[config.mk]
export PLATFORM = sky130hd
export DESIGN_NAME = branch_predictor
export DESIGN_NICKNAME = d
export VERILOG_FILES = /design/src/rtl/branch_predictor_pkg.sv /design/src/rtl/bp_btb.sv /design/src/rtl/branch_predictor.sv
export SDC_FILE = /design/constraint.sdc
export NUM_CORES = 2
export LEC_CHECK = 0
export BUFFER_PORTS_ARGS = -buffer_cell sky130_fd_sc_hd__buf_2
export CAP_MARGIN = 20
export CORE_UTILIZATION = 52
export DETAILED_ROUTE_END_ITERATION = 10
export PLACE_DENSITY = 0.68
export SYNTH_ARGS = -nofsm -noshare
export SYNTH_HDL_FRONTEND = slang
export SYNTH_MEMORY_MAX_BITS = 65536
export SYNTH_SLANG_ARGS = --single-unit
[constraint.sdc]
create_clock -name clk -period 13.05 [get_ports clk]
set_clock_uncertainty 0.2 [all_clocks]
set_input_delay 1.305 -clock clk [delete_from_list [all_inputs] [get_ports clk]]
set_output_delay 1.305 -clock clk [all_outputs]
set_load 0.01 [all_outputs]
[src/rtl/branch_predictor_pkg.sv]
// ============================================================================
// Module   : branch_predictor_pkg
// Purpose  : Shared types, history width and counter helper for the predictor.
// Revision : 1.0 - initial release
// ============================================================================
`default_nettype none

package branch_predictor_pkg;

    localparam int GSHARE_GHSR_WIDTH = 8;

    typedef struct packed {
        logic                         taken;
        logic                         btb_hit;
        logic [31:0]                  btb_addr;
        logic [GSHARE_GHSR_WIDTH-1:0] current_GHSR;
    } branch_predict_type;

    typedef enum logic [0:0] {
        BP_INIT = 1'b0,
        BP_RUN  = 1'b1
    } bp_state_e;

    // 2-bit saturating counter step; never wraps at either end.
    function automatic logic [1:0] sat_update(input logic [1:0] ctr, input logic inc);
        if (inc) begin
            return (ctr == 2'b11) ? ctr : ctr + 2'b01;
        end
        return (ctr == 2'b00) ? ctr : ctr - 2'b01;
    endfunction

endpackage

`default_nettype wire

[src/rtl/bp_btb.sv]
// ============================================================================
// Module   : bp_btb
// Purpose  : Direct-mapped branch target buffer with tag compare, taken-only
//            allocation and per-index valid clear for the init sweep.
// Revision : 1.0 - initial release
// ============================================================================
`default_nettype none

module bp_btb #(
    parameter int ENTRIES = 64
) (
    input  logic                       clk,
    input  logic [31:0]                lookup_pc,
    output logic                       hit,
    output logic [31:0]                target,
    input  logic                       wr_en,
    input  logic [31:0]                wr_pc,
    input  logic [31:0]                wr_target,
    input  logic                       clr_en,
    input  logic [$clog2(ENTRIES)-1:0] clr_idx
);

    localparam int c_IDX_W = $clog2(ENTRIES);
    localparam int c_TAG_W = 30 - c_IDX_W;

    logic               r_valid  [ENTRIES];
    logic [c_TAG_W-1:0] r_tag    [ENTRIES];
    logic [31:0]        r_target [ENTRIES];

    logic [c_IDX_W-1:0] w_rd_idx;
    logic [c_IDX_W-1:0] w_wr_idx;
    logic [c_TAG_W-1:0] w_rd_tag;
    logic               w_unused;

    assign w_rd_idx = lookup_pc[c_IDX_W+1:2];
    assign w_wr_idx = wr_pc[c_IDX_W+1:2];
    assign w_rd_tag = lookup_pc[31:c_IDX_W+2];
    assign w_unused = ^{lookup_pc[1:0], wr_pc[1:0]};

    assign hit    = r_valid[w_rd_idx] && (r_tag[w_rd_idx] == w_rd_tag);
    assign target = r_target[w_rd_idx];

    // The sweep and allocation never overlap: allocation is only enabled in RUN.
    always_ff @(posedge clk) begin
        if (clr_en) begin
            r_valid[clr_idx] <= 1'b0;
        end else if (wr_en) begin
            r_valid[w_wr_idx]  <= 1'b1;
            r_tag[w_wr_idx]    <= wr_pc[31:c_IDX_W+2];
            r_target[w_wr_idx] <= wr_target;
        end
    end

endmodule

`default_nettype wire

[src/rtl/branch_predictor.sv]
// ============================================================================
// Module   : branch_predictor
// Purpose  : Fetch-side predictor: BTB plus 2-bit counter PHT, optional gshare
//            history (define BP_GSHARE_EN), with a post-reset clearing sweep.
// Revision : 1.0 - initial release
// ============================================================================
`default_nettype none

module branch_predictor
    import branch_predictor_pkg::*;
#(
    parameter int BTB_ENTRIES       = 64,
    parameter int PHT_ENTRIES       = 256,
    parameter int GSHARE_GHSR_WIDTH = 8
) (
    input  logic                         clk,
    input  logic                         reset,
    output logic                         ready,
    input  logic                         if_valid,
    input  logic [31:0]                  if_pc,
    output branch_predict_type           branch_predict,
    input  logic                         upd_valid,
    input  logic [31:0]                  upd_pc,
    input  logic                         upd_taken,
    input  logic [31:0]                  upd_target,
    input  logic [GSHARE_GHSR_WIDTH-1:0] upd_ghsr,
    input  logic                         upd_flush
);

    localparam int                c_GW        = GSHARE_GHSR_WIDTH;
    localparam int                c_BTB_IDX_W = $clog2(BTB_ENTRIES);
    localparam logic [c_GW:0]     c_BTB_LIMIT = BTB_ENTRIES[c_GW:0];
    localparam logic [c_GW-1:0]   c_PHT_LAST  = {c_GW{1'b1}};

    bp_state_e        r_state;
    logic [c_GW-1:0]  r_idx;
    logic [1:0]       r_pht [PHT_ENTRIES];

    logic [c_GW-1:0]  w_ghsr;
    logic [c_GW-1:0]  w_pred_idx;
    logic [c_GW-1:0]  w_upd_idx;
    logic             w_btb_hit;
    logic [31:0]      w_btb_target;
    logic             w_hit;
    logic             w_taken;
    logic             w_upd_en;
    logic             w_clr;

    assign ready    = (r_state == BP_RUN);
    assign w_upd_en = ready & upd_valid;
    assign w_clr    = (r_state == BP_INIT) && ({1'b0, r_idx} < c_BTB_LIMIT);
    assign w_hit    = ready & w_btb_hit;
    assign w_taken  = w_hit & r_pht[w_pred_idx][1];

    always_ff @(posedge clk) begin
        if (reset) begin
            r_state <= BP_INIT;
            r_idx   <= '0;
        end else if (r_state == BP_INIT) begin
            r_idx <= r_idx + c_GW'(1);
            if (r_idx == c_PHT_LAST) begin
                r_state <= BP_RUN;
            end
        end
    end

`ifdef BP_GSHARE_EN
    logic [c_GW-1:0] r_ghsr;

    // A flush restores the history the resolved branch should have produced,
    // so it overrides any speculative shift from the current fetch.
    always_ff @(posedge clk) begin
        if (reset) begin
            r_ghsr <= '0;
        end else if (w_upd_en && upd_flush) begin
            r_ghsr <= {upd_ghsr[c_GW-2:0], upd_taken};
        end else if (ready && if_valid && w_hit) begin
            r_ghsr <= {r_ghsr[c_GW-2:0], w_taken};
        end
    end

    assign w_ghsr     = r_ghsr;
    assign w_pred_idx = if_pc[c_GW+1:2] ^ r_ghsr;
    assign w_upd_idx  = upd_pc[c_GW+1:2] ^ upd_ghsr;
`else
    logic w_unused_hist;

    assign w_ghsr        = '0;
    assign w_pred_idx    = if_pc[c_GW+1:2];
    assign w_upd_idx     = upd_pc[c_GW+1:2];
    assign w_unused_hist = ^{upd_ghsr, upd_flush, if_valid};
`endif

    always_ff @(posedge clk) begin
        if (r_state == BP_INIT) begin
            r_pht[r_idx] <= 2'b01;
        end else if (w_upd_en) begin
            r_pht[w_upd_idx] <= sat_update(r_pht[w_upd_idx], upd_taken);
        end
    end

    bp_btb #(
        .ENTRIES (BTB_ENTRIES)
    ) u_btb (
        .clk       (clk),
        .lookup_pc (if_pc),
        .hit       (w_btb_hit),
        .target    (w_btb_target),
        .wr_en     (w_upd_en & upd_taken),
        .wr_pc     (upd_pc),
        .wr_target (upd_target),
        .clr_en    (w_clr),
        .clr_idx   (r_idx[c_BTB_IDX_W-1:0])
    );

    always_comb begin
        branch_predict              = '0;
        branch_predict.taken        = w_taken;
        branch_predict.btb_hit      = w_hit;
        branch_predict.btb_addr     = w_hit ? w_btb_target : (if_pc + 32'd4);
        branch_predict.current_GHSR = w_ghsr;
    end

endmodule

`default_nettype wire

==> impl_summary.txt <==
----------------------------------------------------
[Floorplanning]
  Starting utilization of the core area ... 52.46%
  Std cell rows ... 205
  Top Ports ... 153
  Die boundary height ... 563.9 microns
  Core region area ... 312900 sq um
  Floorplan die area ... 317900 sq um
  DIE WIDTH ... 563.9 microns

[Synth]
  Cell type contributing the most total cell area after synthesis ... edfxtp_1
  Avg Inst Size Synth ... 21.82 sq um
  Area fraction of the dominant cell type after synthesis ... 76.10%
  Flops & latches, synth ... 4169
  Area of the mapped netlist ... 164200 sq um
  Cell with the most instances after synthesis ... edfxtp_1
  Sequential area share after synthesis ... 76.20%
  Synth unique cells ... 85
  Number of instances in the synthesized netlist ... 7524
  Post-synth top flop ... edfxtp_1
  Top post-synthesis cells by area ... edfxtp_1 (76%), mux4_2 (15%), nor2_1 (1.0%)
  Share of flip-flops with an asynchronous set or reset after synthesis ... 0%
  Synth Warn # ... 0
  Number of flops mapped to enable cells by yosys ... 4160
  Top post-synthesis cells by count ... edfxtp_1 (4160), mux4_2 (1118), nor2_1 (450), clkbuf_1 (243), nand2_1 (198)

[Cells and area]
  Fill cells ... 21976
  Final net count ... 7995
  Share of post-route cells with drive strength above 1 ... 27.80%
  Fin area ... 183800 sq um
  Final Core Density ... 58.74%
  Post-synthesis to final-layout area growth ... 11.98%

[Place]
  Buffers added on ports ... 132
  Post-detail-place hpwl ... 260.0 mm
  Cell area reported after detailed placement ... 170400 sq um
  Routability congestion estimate ... 0.9226
  Pre-CTS worst setup slack ... 3.820 ns

[STA]
  Post-layout worst setup margin ... 3.859 ns
  Post-Route Setup TNS ... 0 ns
  Headroom to the max-slew limit ... 16.59%
  Setup repair after global routing missed its margin ... false
  Slew Viols, Final ... 0
  Tcrit/Tclk final ... 70.43%
  Final number of hold-violating endpoints ... 0
  Maximum clock rate ... 108.8 MHz
  Final worst path period need ... 9.191 ns
  Final count of negative-setup-slack endpoints ... 0
  Slew @ Worst Pin ... 1.251 ns

[Min path]
  Endpoint of the worst hold path ... r_idx[5]$_SDFFE_PP0N_
  Startpoint of the tightest hold check path ... r_idx[5]$_SDFFE_PP0N_
  Hold-critical path depth ... 2
  Min-Delay Path Class ... flip-flop to flip-flop

[Critical path]
  Critical Path Source Type ... primary input
  CP arrival ... 7.69 ns
  Required time of the critical path ... 11.55 ns
  Type of the worst setup path ... primary input to output pin
  Worst reg2reg setup slack ... 7.07 ns
  Reg2Reg Capture Point ... u_btb.r_target[16][20]$_DFFE_PP_
  Critical R2R Launch ... ready$_SDFF_PP0_
  Cell depth of the worst flop-to-flop path ... 8
  Crit-path max FO ... 85
  Critical path capture point type ... output pin

[Global routing]
  Via count of the first global-routing pass ... 84524
  Number of antenna violations at the first check in global routing ... 46
  Total congestion overflow ... 0
  Wire length of the first global-routing pass ... 665.3 mm
  Pin count of the biggest net entering global routing ... 112
  Overall global routing resource usage ... 30.51%

[Pwr]
  P_sw ... 0.005881 W
  Maximum vdd drop ... 0.1218 mV
  Total power ... 0.02768 W
  Clock power frac ... 42.3%
  Power density relative to cell area ... 150.6 nW/um^2
  Internal power consumption ... 0.02180 W
  Sequential group share of total power ... 53.1%
  Leakage Power ... 58.19 nW
  Combinational fraction of design power ... 4.6%
  Switching fraction of total power ... 21.24%

[Clock network]
  Clock tree from TritonCTS ... done
  Setup fix buffers added after clock tree synthesis ... 0
  Number of hold buffers added after cts ... 0
  Maximum clock insertion buffer count ... 4
  Number of cells upsized or downsized after cts ... 0
  Latest clock arrival within the worst-skew pair ... 0.96 ns
  Total CTS buffers ... 409
  Library cell used as clock root buffer ... clkbuf_16
  Clock transition time at the flip-flop clock pins of the worst setup and hold paths ... 0.06 ns
  Sink count of the clock tree ... 4169
  Number of levels the H-tree was split into ... 5

[Routing]
  Overall via count from detail_route ... 86028
  Routed length per placed instance ... 39.17 microns
  Overall routed net length ... 485.6 mm
  Routed vias/inst ... 6.939
  Post-route antenna net violation count ... 0
  Number of DRC violations after detailed-routing iteration 0 ... 13974
  Number of iterations in the first detailed-routing pass ... 9
  Final routed DRC violation total ... 0

[Flow run]
  Max-cap violations ... 0

[Run status]
  Run status ... completed

----------------------------------------------------
==> sequential cells by signal, indices dropped and copies added, names as in the netlist <==
register and cells:
u_btb.r_tag 1536, u_btb.r_target 2048, ready 1, u_btb.r_valid 64, r_pht 512, r_idx 8
==> cell type report <==
class | instances | area, sq um | area share (%)
Sequential cell | 4169 | 125100 | 68.05
Tap cell | 4140 | 5180 | 2.818
Antenna cell | 34 | 85.08 | 0.04628
Timing Repair Buffer | 396 | 2828 | 1.538
Multi-Input combinational cell | 2893 | 37330 | 20.31
Clock inverter | 251 | 2595 | 1.412
Clock buffer | 501 | 10640 | 5.790
Inverter | 14 | 65.06 | 0.03539
==> kinds of logic (layout without fill, tap and decap cells) <==
logic type / Yosys count / in the layout / share of synthesized area (%)
buffers and inverters: 469 / 1162 / 1.402
XOR/XNOR: 46 / 46 / 0.2454
AND/OR/NAND/NOR: 874 / 874 / 2.356
flip-flops: 4169 / 4169 / 76.20
other: 1 / 42 / 0.002284
multiplexers: 1386 / 1386 / 17.12
adder cells (fa/ha/maj): 4 / 4 / 0.02744
AO/OA/AOI/OAI: 575 / 575 / 2.646
==> worst max-delay path, stage by stage <==
cell and delay [ns]:
buf_12 0.47, buf_12 0.46, buf_4 0.82, mux4_2 0.37, mux2i_1 0.12, a221o_1 0.40, o32ai_1 0.56, xnor2_1 0.24
o2111ai_1 0.18, or4_4 0.52, nor4_4 0.26, buf_4 0.74, mux2_2 0.44, buf_2 0.15
==> metal layers <==
layer	vias up	routed length, microns	GRT usage, %
met2	6408	228500	47.38
met3	1257	57820	6.888
met1	45674	171600	40.87
met4	16	27630	15.81
li1	32673	-	-
met5	-	97	0
==> placed cells by master (no fill, tap or decap), drive strengths merged, types with 37 or more instances in the layout <==
cell type  count
o21ai         48
nand2        198
edfxtp      4160
mux2i        167
mux4        1118
clkinv       184
mux2         101
nand3         47
a21oi         37
buf          395
a22oi        179
bufinv        41
clkbuf       502
a221oi        38
nor2         450
==> worst max path at each step <==
stage / depth (start not counted) / startpoint / to / slack (ns)
after floorplan: 12 / upd_pc[2] / r_pht[0][1]$_DFFE_PP_ / 1.69
after global placement: 14 / if_pc[2] / branch_predict[39] / 3.89
after detailed placement: 14 / if_pc[2] / branch_predict[39] / 3.82
after CTS: 14 / if_pc[2] / branch_predict[39] / 3.82
after global routing: 14 / if_pc[2] / branch_predict[39] / 3.61
final: 14 / if_pc[2] / branch_predict[39] / 3.86
==> power by group through the flow <==
stage	Sequential [W]	Clock [W]	Combinational, W
final	0.0147	0.0117	0.00126
after detailed placement	0.0150	0	0.00124
after global placement	0.0150	0	0.00122
after global routing	0.0147	0.0123	0.00131
after floorplan	0.0150	0	0.000730
after CTS	0.0147	0.0118	0.00124
==> per-stage QoR <==
stage / cells / hold slack, ns
4_1_cts: 12359 / 0.3870
2_1_floorplan: 7531 / 0.3118
6_report: 12398 / 0.4079
5_1_grt: 12385 / 0.4352
3_3_place_gp: 11607 / 0.3563
3_5_place_dp: 11607 / 0.3754
Note: power is estimated with default switching activity, not from simulation.
